$ cat src/rtl/vec_pkg.sv
// Shared definitions for the vector engines: FSM state encoding, default
// geometry and the accumulator width rule.
package vec_pkg;

  localparam int VEC_ADDR_WIDTH = 4;
  localparam int VEC_DATA_WIDTH = 3;

  typedef enum logic [2:0] {
    ST_IDLE    = 3'd0,
    ST_FETCH_A = 3'd1,
    ST_FETCH_B = 3'd2,
    ST_MAC     = 3'd3,
    ST_DONE    = 3'd4
  } vec_state_e;

  // Wide enough that (2^addr_w - 1) full-scale products cannot overflow.
  function automatic int acc_width(input int addr_w, input int data_w);
    return 2 * data_w + addr_w;
  endfunction

endpackage

$ cat src/rtl/mac_unit.sv
// Registered unsigned multiply-accumulate with synchronous clear and enable.
// Clear has priority over enable.
module mac_unit
  import vec_pkg::*;
#(
  parameter int DATA_WIDTH = VEC_DATA_WIDTH,
  parameter int ACC_WIDTH  = acc_width(VEC_ADDR_WIDTH, VEC_DATA_WIDTH)
) (
  input  logic                  clk,
  input  logic                  reset,
  input  logic                  clr,
  input  logic                  en,
  input  logic [DATA_WIDTH-1:0] a,
  input  logic [DATA_WIDTH-1:0] b,
  output logic [ACC_WIDTH-1:0]  acc
);

  logic [2*DATA_WIDTH-1:0] prod;
  logic [ACC_WIDTH-1:0]    acc_d;
  logic [ACC_WIDTH-1:0]    acc_q;

  always_comb begin
    // Operands widened first so the full 2*DATA_WIDTH product is kept.
    prod  = {{DATA_WIDTH{1'b0}}, a} * {{DATA_WIDTH{1'b0}}, b};
    acc_d = acc_q;
    if (clr) begin
      acc_d = '0;
    end else if (en) begin
      acc_d = acc_q + ACC_WIDTH'(prod);
    end
  end

  always_ff @(posedge clk or posedge reset) begin
    if (reset) begin
      acc_q <= '0;
    end else begin
      acc_q <= acc_d;
    end
  end

  assign acc = acc_q;

endmodule

$ cat src/rtl/vector_dot_engine.sv
// Sequences reads of two vectors from a registered-output single-port RAM and
// accumulates their unsigned dot product; start/busy/done handshake to the host.
module vector_dot_engine
  import vec_pkg::*;
#(
  parameter int ADDR_WIDTH = VEC_ADDR_WIDTH,
  parameter int DATA_WIDTH = VEC_DATA_WIDTH,
  parameter int ACC_WIDTH  = acc_width(ADDR_WIDTH, DATA_WIDTH)
) (
  input  logic                  clk,
  input  logic                  reset,
  input  logic                  start,
  input  logic [ADDR_WIDTH-1:0] base_a,
  input  logic [ADDR_WIDTH-1:0] base_b,
  input  logic [ADDR_WIDTH-1:0] length,
  output logic [ADDR_WIDTH-1:0] ram_addr,
  input  logic [DATA_WIDTH-1:0] ram_rdata,
  output logic                  busy,
  output logic                  done,
  output logic [ACC_WIDTH-1:0]  result
);

  localparam logic [ADDR_WIDTH-1:0] ONE_A = ADDR_WIDTH'(1);

  vec_state_e            state_d, state_q;
  logic [ADDR_WIDTH-1:0] base_a_d, base_a_q;
  logic [ADDR_WIDTH-1:0] base_b_d, base_b_q;
  logic [ADDR_WIDTH-1:0] len_d, len_q;
  logic [ADDR_WIDTH-1:0] idx_d, idx_q;
  logic [ADDR_WIDTH-1:0] idx_next;
  logic [DATA_WIDTH-1:0] a_reg_d, a_reg_q;
  logic [ADDR_WIDTH-1:0] ram_addr_d, ram_addr_q;
  logic                  busy_d, busy_q;
  logic                  done_d, done_q;
  logic [ACC_WIDTH-1:0]  result_d, result_q;
  logic                  mac_clr;
  logic                  mac_en;
  logic [ACC_WIDTH-1:0]  acc;

  mac_unit #(
    .DATA_WIDTH (DATA_WIDTH),
    .ACC_WIDTH  (ACC_WIDTH)
  ) u_mac (
    .clk   (clk),
    .reset (reset),
    .clr   (mac_clr),
    .en    (mac_en),
    .a     (a_reg_q),
    .b     (ram_rdata),
    .acc   (acc)
  );

  // ram_addr is registered and loaded on entry to each fetch state, so the
  // RAM samples it at the end of that state and data is present one state on.
  always_comb begin
    state_d    = state_q;
    base_a_d   = base_a_q;
    base_b_d   = base_b_q;
    len_d      = len_q;
    idx_d      = idx_q;
    idx_next   = idx_q + ONE_A;
    a_reg_d    = a_reg_q;
    ram_addr_d = ram_addr_q;
    busy_d     = busy_q;
    done_d     = 1'b0;
    result_d   = result_q;
    mac_clr    = 1'b0;
    mac_en     = 1'b0;

    unique case (state_q)
      ST_IDLE: begin
        if (start) begin
          base_a_d = base_a;
          base_b_d = base_b;
          len_d    = length;
          idx_d    = '0;
          mac_clr  = 1'b1;
          if (length != '0) begin
            state_d    = ST_FETCH_A;
            ram_addr_d = base_a;
            busy_d     = 1'b1;
          end else begin
            state_d = ST_DONE;
          end
        end
      end
      ST_FETCH_A: begin
        ram_addr_d = base_b_q + idx_q;
        state_d    = ST_FETCH_B;
      end
      ST_FETCH_B: begin
        a_reg_d = ram_rdata;
        state_d = ST_MAC;
      end
      ST_MAC: begin
        mac_en = 1'b1;
        idx_d  = idx_next;
        if (idx_q == len_q - ONE_A) begin
          state_d = ST_DONE;
          busy_d  = 1'b0;
        end else begin
          state_d    = ST_FETCH_A;
          ram_addr_d = base_a_q + idx_next;
        end
      end
      ST_DONE: begin
        result_d = acc;
        done_d   = 1'b1;
        state_d  = ST_IDLE;
      end
      default: begin
        state_d = ST_IDLE;
        busy_d  = 1'b0;
      end
    endcase
  end

  always_ff @(posedge clk or posedge reset) begin
    if (reset) begin
      state_q    <= ST_IDLE;
      base_a_q   <= '0;
      base_b_q   <= '0;
      len_q      <= '0;
      idx_q      <= '0;
      a_reg_q    <= '0;
      ram_addr_q <= '0;
      busy_q     <= 1'b0;
      done_q     <= 1'b0;
      result_q   <= '0;
    end else begin
      state_q    <= state_d;
      base_a_q   <= base_a_d;
      base_b_q   <= base_b_d;
      len_q      <= len_d;
      idx_q      <= idx_d;
      a_reg_q    <= a_reg_d;
      ram_addr_q <= ram_addr_d;
      busy_q     <= busy_d;
      done_q     <= done_d;
      result_q   <= result_d;
    end
  end

  assign ram_addr = ram_addr_q;
  assign busy     = busy_q;
  assign done     = done_q;
  assign result   = result_q;

endmodule

$ cat config.mk
export PLATFORM = sky130hd
export DESIGN_NAME = vector_dot_engine
export DESIGN_NICKNAME = d
export VERILOG_FILES = /design/src/rtl/vec_pkg.sv /design/src/rtl/mac_unit.sv /design/src/rtl/vector_dot_engine.sv
export SDC_FILE = /design/constraint.sdc
export NUM_CORES = 1
export LEC_CHECK = 0
export ABC_AREA = 1
export CELL_PAD_IN_SITES_DETAIL_PLACEMENT = 0
export CELL_PAD_IN_SITES_GLOBAL_PLACEMENT = 2
export CORE_ASPECT_RATIO = 0.7
export CORE_MARGIN = 5
export CORE_UTILIZATION = 30
export CTS_CLUSTER_DIAMETER = 150
export CTS_CLUSTER_SIZE = 30
export DETAILED_ROUTE_END_ITERATION = 8
export GPL_ROUTABILITY_DRIVEN = 0
export PLACE_DENSITY = 0.81
export REMOVE_ABC_BUFFERS = 1
export SYNTH_ARGS = -nofsm -noshare
export SYNTH_HDL_FRONTEND = slang
export SYNTH_SLANG_ARGS = --single-unit
$ cat constraint.sdc
create_clock -name clk -period 2.6 [get_ports clk]
set_input_delay 0.52 -clock clk [delete_from_list [all_inputs] [get_ports clk]]
set_output_delay 0.52 -clock clk [all_outputs]
set_load 0.03 [all_outputs]
Word level (Yosys, flattened, before mapping)
Index checks and enable logic that the tools add are counted.

storage, ports and cells
  output and inout bits = 16
  register bits = 48
  logic and storage cells = 57

operators by class
  muxes and demuxes = 20
  $add $sub $neg = 5
  bitwise operators = 1
  multiply operators = 1
  equal/unequal tests = 9
  reduce and logical (&&, ||, !) cells = 10

operator list
  kind                   number
  $mux W10               2
  $mux W4                4
  $pmux W3 S4            1
  $pmux W4 S3            1
  $add A10 B6 Y10        1
  $mux W3                3
  $add A4 B4 Y4          2
  $ne A2 B2 Y1 const B   4
  $pmux W4 S2            1
  $reduce_and A4 Y1      2
  $mux W1                7
  $eq A3 B2 Y1 const B   2
  $mul A3 B3 Y6          1
  $add A4 B1 Y4 const B  1
  $eq A4 B4 Y1           1
  $reduce_and A2 Y1      2
  $reduce_bool A2 Y1     2
  $reduce_bool A4 Y1     1
  $sub A4 B1 Y4 const B  1
  $eq A3 B1 Y1 const B   1
  $eq A3 B3 Y1 const B   1
  $logic_not A3 Y1       1
  $pmux W1 S3            1
  $reduce_bool A3 Y1     1
  2 further kinds        2

Logic depth before layout (Yosys ltp)
Gate-level depths: netlist of the first run.

  depth after elaboration = 4
  mapped depth = 15

By module
A second synthesis of the first run with hierarchy kept.

unflattened totals
  cells, all modules = 350
  area, all modules = 2904.0 sq um

by module, submodules not included
  module             instances  area an instance (sq um)  seq. area each (sq um)  cells an instance
  vector_dot_engine  1          2016.9                    950.9                   238
  mac_unit           1          887.1                     250.2                   112

Worst setup path before layout of the first run
No wires, ideal clock.

  path kind = input to register
  start point = input ram_rdata[2]
  end point = register u_mac.acc_q[7] (netlist: u_mac.acc[7])
  buffers on the path = 0
  path slack = -310 ps
  stages on the path = 13
  setup time = 119 ps
  arrival time = 2791 ps
  path through = nand2_1 > fa_1 > inv_1 > fa_1 > inv_1 > fa_1 > nand3b_1 > nand2_1 > nand2_1 > a21oi_1 > nand3_1 > nand2_1 > nor2_1

on the way
  longest elaborated chain between the ends = 4

ends and longest elaborated chain
  item                  RTL line                 source
  from (decl)           vector_dot_engine.sv:17  input logic [DATA_WIDTH-1:0] ram_rdata,
  $mul A3 B3 Y6         mac_unit.sv:24           prod = {{DATA_WIDTH{1'b0}}, a} * {{DATA_WIDTH{1'b0}}, b};
  $add A10 B6 Y10       mac_unit.sv:29           acc_d = acc_q + ACC_WIDTH'(prod);
  $mux W10              mac_unit.sv:28           end else if (en) begin
  $mux W10              mac_unit.sv:26           if (clr) begin
  to (signal assigned)  mac_unit.sv:35           acc_q <= '0;
  to (signal assigned)  mac_unit.sv:37           acc_q <= acc_d;
  to (decl)             mac_unit.sv:20           logic [ACC_WIDTH-1:0] acc_q;

No other way between the ends. The select of a mux whose other input is x is not followed.
A chain may end at the register's enable or synchronous reset.

Final worst setup path of the first run
  start point = register a_reg_q[2]
  end point = register u_mac.acc_q[7] (netlist: u_mac.acc[7])

on the way
  longest elaborated chain between the ends = 4

ends and longest elaborated chain
  item                    RTL line                  source
  from (decl)             vector_dot_engine.sv:31   logic [DATA_WIDTH-1:0] a_reg_d, a_reg_q;
  from (signal assigned)  vector_dot_engine.sv:136  a_reg_q <= a_reg_d;
  $mul A3 B3 Y6           mac_unit.sv:24
  $add A10 B6 Y10         mac_unit.sv:29
  $mux W10                mac_unit.sv:28
  $mux W10                mac_unit.sv:26

No other way between the ends. The select of a mux whose other input is x is not followed.

==> flow_summary.yaml, run 1 <==
run_status:
  run_status: "finished, violations left"
  failed_checks: "negative setup slack"
clock_tree:
  cts-htree-levels: 2
  cts_inserted_buffers: 5
  cts_max_path_buffers: 2
  clock-sinks: 48
  clkLatencyLatePin_ns: 0.29
  clock_tree_from_tritoncts: "done"
  root_buffer: "clkbuf_16"
  clkSlewWorstSetupHoldPaths_ns: 0.07
  hold_buffers: 0
die:
  die_w_um: 126
  floorplan.die_area_um2: 11500
  standard_cell_row_count: 29
  start_util_pct: 31.0
  dieHeight_um: 91.1
  io_pins: 34
  core_area_um2: 9110
route:
  detail_route.first_pass.iterations: 4
  drtAntennaViolNets: 0
  wl_per_cell_um: 13.2
  vias: 2263
  dr.first_iter.drc_count: 94
  routed_wirelength_um: 6760
  remaining_drc_errors: 0
  detail_route.vias_per_cell: 4.43
logic_synthesis:
  post_synthesis_cell_type_count: 31
  post_synth_inst_count: 332
  yosysWarningCount: 0
  ys_ff_latch: 48
  syn-mean-instance-area_um2: 8.49
  synth.cell_area_um2: 2820
  synth_sequential_area_ratio_pct: 42.6
setup_path:
  critical_path.endpoint: "u_mac.acc[7]"
  critical_path.endpoint_type: "flip-flop"
  r2r_setup_slack_ns: -0.13
  r2r-start: "a_reg_q[2]"
  biggest_fanout_along_the_worst_timing_path: 3
  r2r_cells: 13
  timing.setup.critical_path_class: "reg2reg"
  worstSetupStartpointType: "flip-flop"
  r2r_end: "u_mac.acc[7]"
  timing.critical_path.required_ns: 2.79
  launching_instance_or_port_of_the_critical_path: "a_reg_q[2]"
  crit_arrival_ns: 2.92
pwr:
  ir_drop_v: 0.000333
  leakage_nw: 1.81
  powerDensity_nw_per_um2: 1270
  finalPower_mw: 4.60
grt:
  grt_pass1_wl_um: 11800
  grt_start_max_net_pins: 26
  antenna_violations_before_repair: 0
  gr-usage-all-layers_pct: 12.8
  global_route.overflow_total: 0
  grt_pass1_vias: 2351
timing:
  final_critical_path_setup_slack_ns: -0.134
  setup_repair_after_global_routing_missed_its_margin: "yes"
  worstMarginPinSlew_ns: 0.511
  timing.final.hold_violations: 0
  worst_slew_margin_rel_pct: 65.9
  clock_skew_ns: 0.00397
  setup-violations-final: 4
  min_period_ns: 2.73
  slew_viol_final: 0
  final_min_period_over_clock_period_pct: 105
  totalNegativeSetupSlack_ns: -0.421
  highest_attainable_clock_frequency_mhz: 366
job:
  max-cap-violations: 0
final_layout:
  antennaDiodeCount: 0
  layout_cell_share_with_drive_strength_beyond_1_pct: 16.3
  area_delta_synth_final_pct: 28.3
  finish.instance_area_um2: 3620
  fin_nets: 428
  post_layout_instance_count_excluding_filler_cells: 511
place:
  dp_hpwl_um: 5040
  placement.io_buffers: 33
  place_worst_setup_slack_ns: -0.969
  post_dp_area_um2: 3390
  place_inst: 499
hold_path:
  timing.hold.worst.start: "result[1]"
  min-delay-path-class: "reg2reg"
==> kinds of logic (layout without fill, tap and decap cells) <==
| group | Yosys count | count (layout) | synth area share (%) |
|---|---|---|---|
| xor gates and xnor gates | 8 | 8 | 2.48 |
| and+or+nand+nor | 134 | 134 | 20.9 |
| buffers and inverters | 59 | 114 | 8.47 |
| DFF | 48 | 48 | 42.6 |
| adders and majority gates | 24 | 24 | 12.5 |
| muxes | 9 | 9 | 3.86 |
| AOI/OAI and AO/OA | 50 | 50 | 9.23 |
==> worst min path at each step <==
stage | endpoint | depth (start not counted)
after floorplan | len_q[1] | 2
after global placement | result[3] | 2
after detailed placement | result[7] | 2
after CTS | result[1] | 2
after global routing | result[1] | 2
final | result[1] | 2
==> power by group <==
part	leakage (nW)	internal, mW	switching [mW]
combinational	1.12	1.10	1.47
clock	0.0798	0.452	0.287
sequential	0.614	1.04	0.249
total	1.81	2.59	2.01
==> final cells by class <==
class	instances	area, um^2
clock inverters	3	42.5
repair buffers	53	470
well taps	124	155
inverters	53	201
flip-flops and latches	48	1200
clock buffers	5	125
multi-input cells	225	1420
fillers	924	5490
==> routing by layer <==
metal  up-vias  wire, um  GRT usage, %
li1       1171         -             -
met1      1047      3750          20.0
met2        37      2660          17.2
met3         8       276          3.46
met4         0        76          3.48
met5         -         0             0
==> timing repair <==
action,CTS,global route
setup buffers,2,2
resized for setup,19,2
endpoints found under the setup margin,8,5
pin swaps,16,7
hold endpoints to repair,0,0
==> cell usage after synthesis <==
master / count / share of area, %
nand2_1: 85 / 11
inv_1: 50 / 6.7
dfrtp_1: 48 / 43
o21ai_0: 26 / 4.6
nand3_1: 18 / 3.2
a21oi_1: 17 / 3.0
ha_1: 17 / 7.5
nor2_1: 16 / 2.1
fa_1: 7 / 5.0
mux2_2: 7 / 2.8
nand4_1: 5 / 1.1
xor2_1: 5 / 1.6
o22ai_1: 4 / 0.89
buf_2: 3 / 0.53
xnor2_1: 3 / 0.93
inv_2: 2 / 0.27
mux2_4: 2 / 1.1
nand2_2: 2 / 0.44
nand2_4: 2 / 0.80
nor2_4: 2 / 0.80
buf_4: 1 / 0.27
buf_6: 1 / 0.40
clkbuf_1: 1 / 0.13
inv_4: 1 / 0.22
nand3_2: 1 / 0.35
nand3b_1: 1 / 0.27
nor2_2: 1 / 0.22
o211ai_1: 1 / 0.27
o21a_1: 1 / 0.27
o21ai_1: 1 / 0.18
or2_2: 1 / 0.22
==> registers in the layout (all words and copies together), names as in the netlist <==
name       count
busy           1
state_q        3
ram_addr       4
idx_q          4
result        10
u_mac.acc     10
a_reg_q        3
base_b_q       4
base_a_q       4
done           1
len_q          4
==> layout by cell type (no fill, tap or decap), types with 15 or more instances in the layout <==
cell type        Yosys  final
inv_1               50     47
buf_4                1     20
nand3_1             18     18
nand2_1             85     80
ha_1                17     15
nor2_1              16     16
clkdlybuf4s50_1      0     30
dfrtp_1             48     48
a21oi_1             17     16
o21ai_0             26     26
==> critical path, cell delays in order (launching register included) <==
cell and delay, ns:
dfrtp_1 0.36, nand2_2 0.06, fa_1 0.54, inv_2 0.04, fa_1 0.54, inv_2 0.05
fa_2 0.33, nand3b_1 0.18, nand2_2 0.12, nand2_2 0.08, a21oi_2 0.14, nand3_1 0.08
nand2_1 0.06, nor2_1 0.05
==> per-stage QoR <==
step                hold WS [ns]  util [%]
detailed placement         0.465      37.2
CTS                        0.492      39.6
floorplan                  0.453         -
global placement           0.465      37.2
global route               0.501      39.7
finish                     0.480      39.7
No activity file was read; power rests on OpenSTA's default activity.
==> run 2, diff against run 1 <==
- SKIP_CTS_REPAIR_TIMING: unset -> 1
==> run 2 against run 1 <==
Against the previous run:
- the run still ends with negative setup slack left
- global-route usage down 0.20 points
- via count decreased by 0.13%
- sequential power about the same
- worst hold slack barely moved
- die area is the same
- sequential cell count did not move
- worst setup slack barely moved
- cell area increased by 0.31%
- critical path depth stayed put
- first-iteration DRC count rose by 21%
- cell count shrank 0.20%
- combinational power is essentially flat
==> flow_summary.yaml, run 2 (synthesis results as in run 1) <==
final_layout:
  most-common-layout-cells: "nand2_1 (81), inv_1 (48), dfrtp_1 (48)"
  finish.instance_area_um2: 3630
  multiInputGateArea_um2: 1430
  final_core_util_pct: 39.9
  layout.filler_cells: 922
  antennaDiodeCount: 0
  area_delta_synth_final_pct: 28.7
  mostFrequentLayoutCell: "nand2_1"
  seq_cell_area_um2: 1200
  layout_cell_share_with_drive_strength_beyond_1_pct: 15.3
  fin_nets: 427
clock_tree:
  cts_max_path_buffers: 2
  clkLatencyLatePin_ns: 0.30
  clock_tree_from_tritoncts: "done"
  root_buffer: "clkbuf_16"
  clkSlewWorstSetupHoldPaths_ns: 0.07
  clock-sinks: 48
  cts-htree-levels: 2
  cts_inserted_buffers: 5
setup_path:
  biggest_fanout_along_the_worst_timing_path: 3
  timing.setup.critical_path_class: "reg2reg"
  worstSetupStartpointType: "flip-flop"
  critical_path.endpoint_type: "flip-flop"
  timing.critical_path.required_ns: 2.79
  crit_arrival_ns: 2.92
timing:
  worstMarginPinSlew_ns: 0.511
  setup-violations-final: 3
  timing.final.hold_violations: 0
  min_period_ns: 2.73
  final_min_period_over_clock_period_pct: 105
  clock_skew_ns: 0.00445
  worst_slew_margin_rel_pct: 65.9
  highest_attainable_clock_frequency_mhz: 366
  slew_viol_final: 0
  setup_repair_after_global_routing_missed_its_margin: "yes"
  final_critical_path_setup_slack_ns: -0.135
  whs_ns: 0.481
route:
  vias: 2260
  detail_route.first_pass.iterations: 4
  routed_wirelength_um: 6740
  dr.first_iter.drc_count: 114
  remaining_drc_errors: 0
  wl_per_cell_um: 13.2
  drtAntennaViolNets: 0
  detail_route.vias_per_cell: 4.43
pwr:
  leakage_nw: 1.84
  ir_drop_v: 0.000326
  powerDensity_nw_per_um2: 1270
place:
  post_dp_area_um2: 3390
  place_worst_setup_slack_ns: -0.969
  dp_hpwl_um: 5040
  placement.io_buffers: 33
grt:
  global_route.overflow_total: 0
  grt_pass1_wl_um: 11600
  grt_start_max_net_pins: 26
  gr-usage-all-layers_pct: 12.6
  grt_pass1_vias: 2323
  antenna_violations_before_repair: 0
die:
  die_w_um: 126
  standard_cell_row_count: 29
  floorplan.die_area_um2: 11500
  dieHeight_um: 91.1
  io_pins: 34
  core_area_um2: 9110
  start_util_pct: 31.0
job:
  max-cap-violations: 0
hold_path:
  min-delay-path-class: "reg2reg"
run_status:
  run_status: "finished, violations left"
  failed_checks: "negative setup slack"
run 2: cell type report:
type,instances,area share [%]
inverter,53,5.55
tap,124,4.27
clock buffer,5,3.45
multi-input combinational,225,39.2
timing repair buffer,52,13.2
clock inverter,3,1.17
sequential,48,33.1
run 2: layer usage:
layer	share of wire (%)	global-route usage, %	vias to the layer above
li1	-	-	1167
met1	55	19.8	1044
met2	39	16.7	41
met3	4.7	3.46	8
met4	1.1	3.48	0
met5	0	0	-
run 2: power by group:
group	leakage, nW	internal [mW]	switching [mW]	total [mW]
logic	1.14	1.11	1.47	2.58
registers	0.614	1.04	0.250	1.29
clock network	0.0798	0.452	0.290	0.742
run 2: stage by stage:
stage          setup TNS, ns  total power, mW  cells
2_1_floorplan         -0.648             2.95    326
3_3_place_gp           -5.12             3.68    499
4_1_cts                -2.87             4.51    507
3_5_place_dp           -5.36             3.74    499
6_report              -0.288             4.61    510
5_1_grt                -1.01             5.11    510
run 2: path summary, 6_finish.rpt:
path,from,endpoint,slack (ns),depth (start not counted)
max in group asynchronous,reset,result[5],1.36,3
hold / removal,result[1],result[1],0.48,2
setup / recovery,a_reg_q[2],u_mac.acc[7],-0.13,13
hold reg to reg,result[1],result[1],0.48,2
min in group asynchronous,reset,result[1],0.58,2
setup reg to reg,a_reg_q[2],u_mac.acc[7],-0.13,13
run 2: critical path: stages (launching register included):
cell	delay, ns
dfrtp_1	0.37
nand2_2	0.06
fa_1	0.52
inv_1	0.05
fa_1	0.52
inv_2	0.05
fa_2	0.35
nand3b_1	0.18
nand2_2	0.11
nand2_2	0.08
a21oi_2	0.15
nand3_1	0.08
nand2_1	0.06
nor2_1	0.05
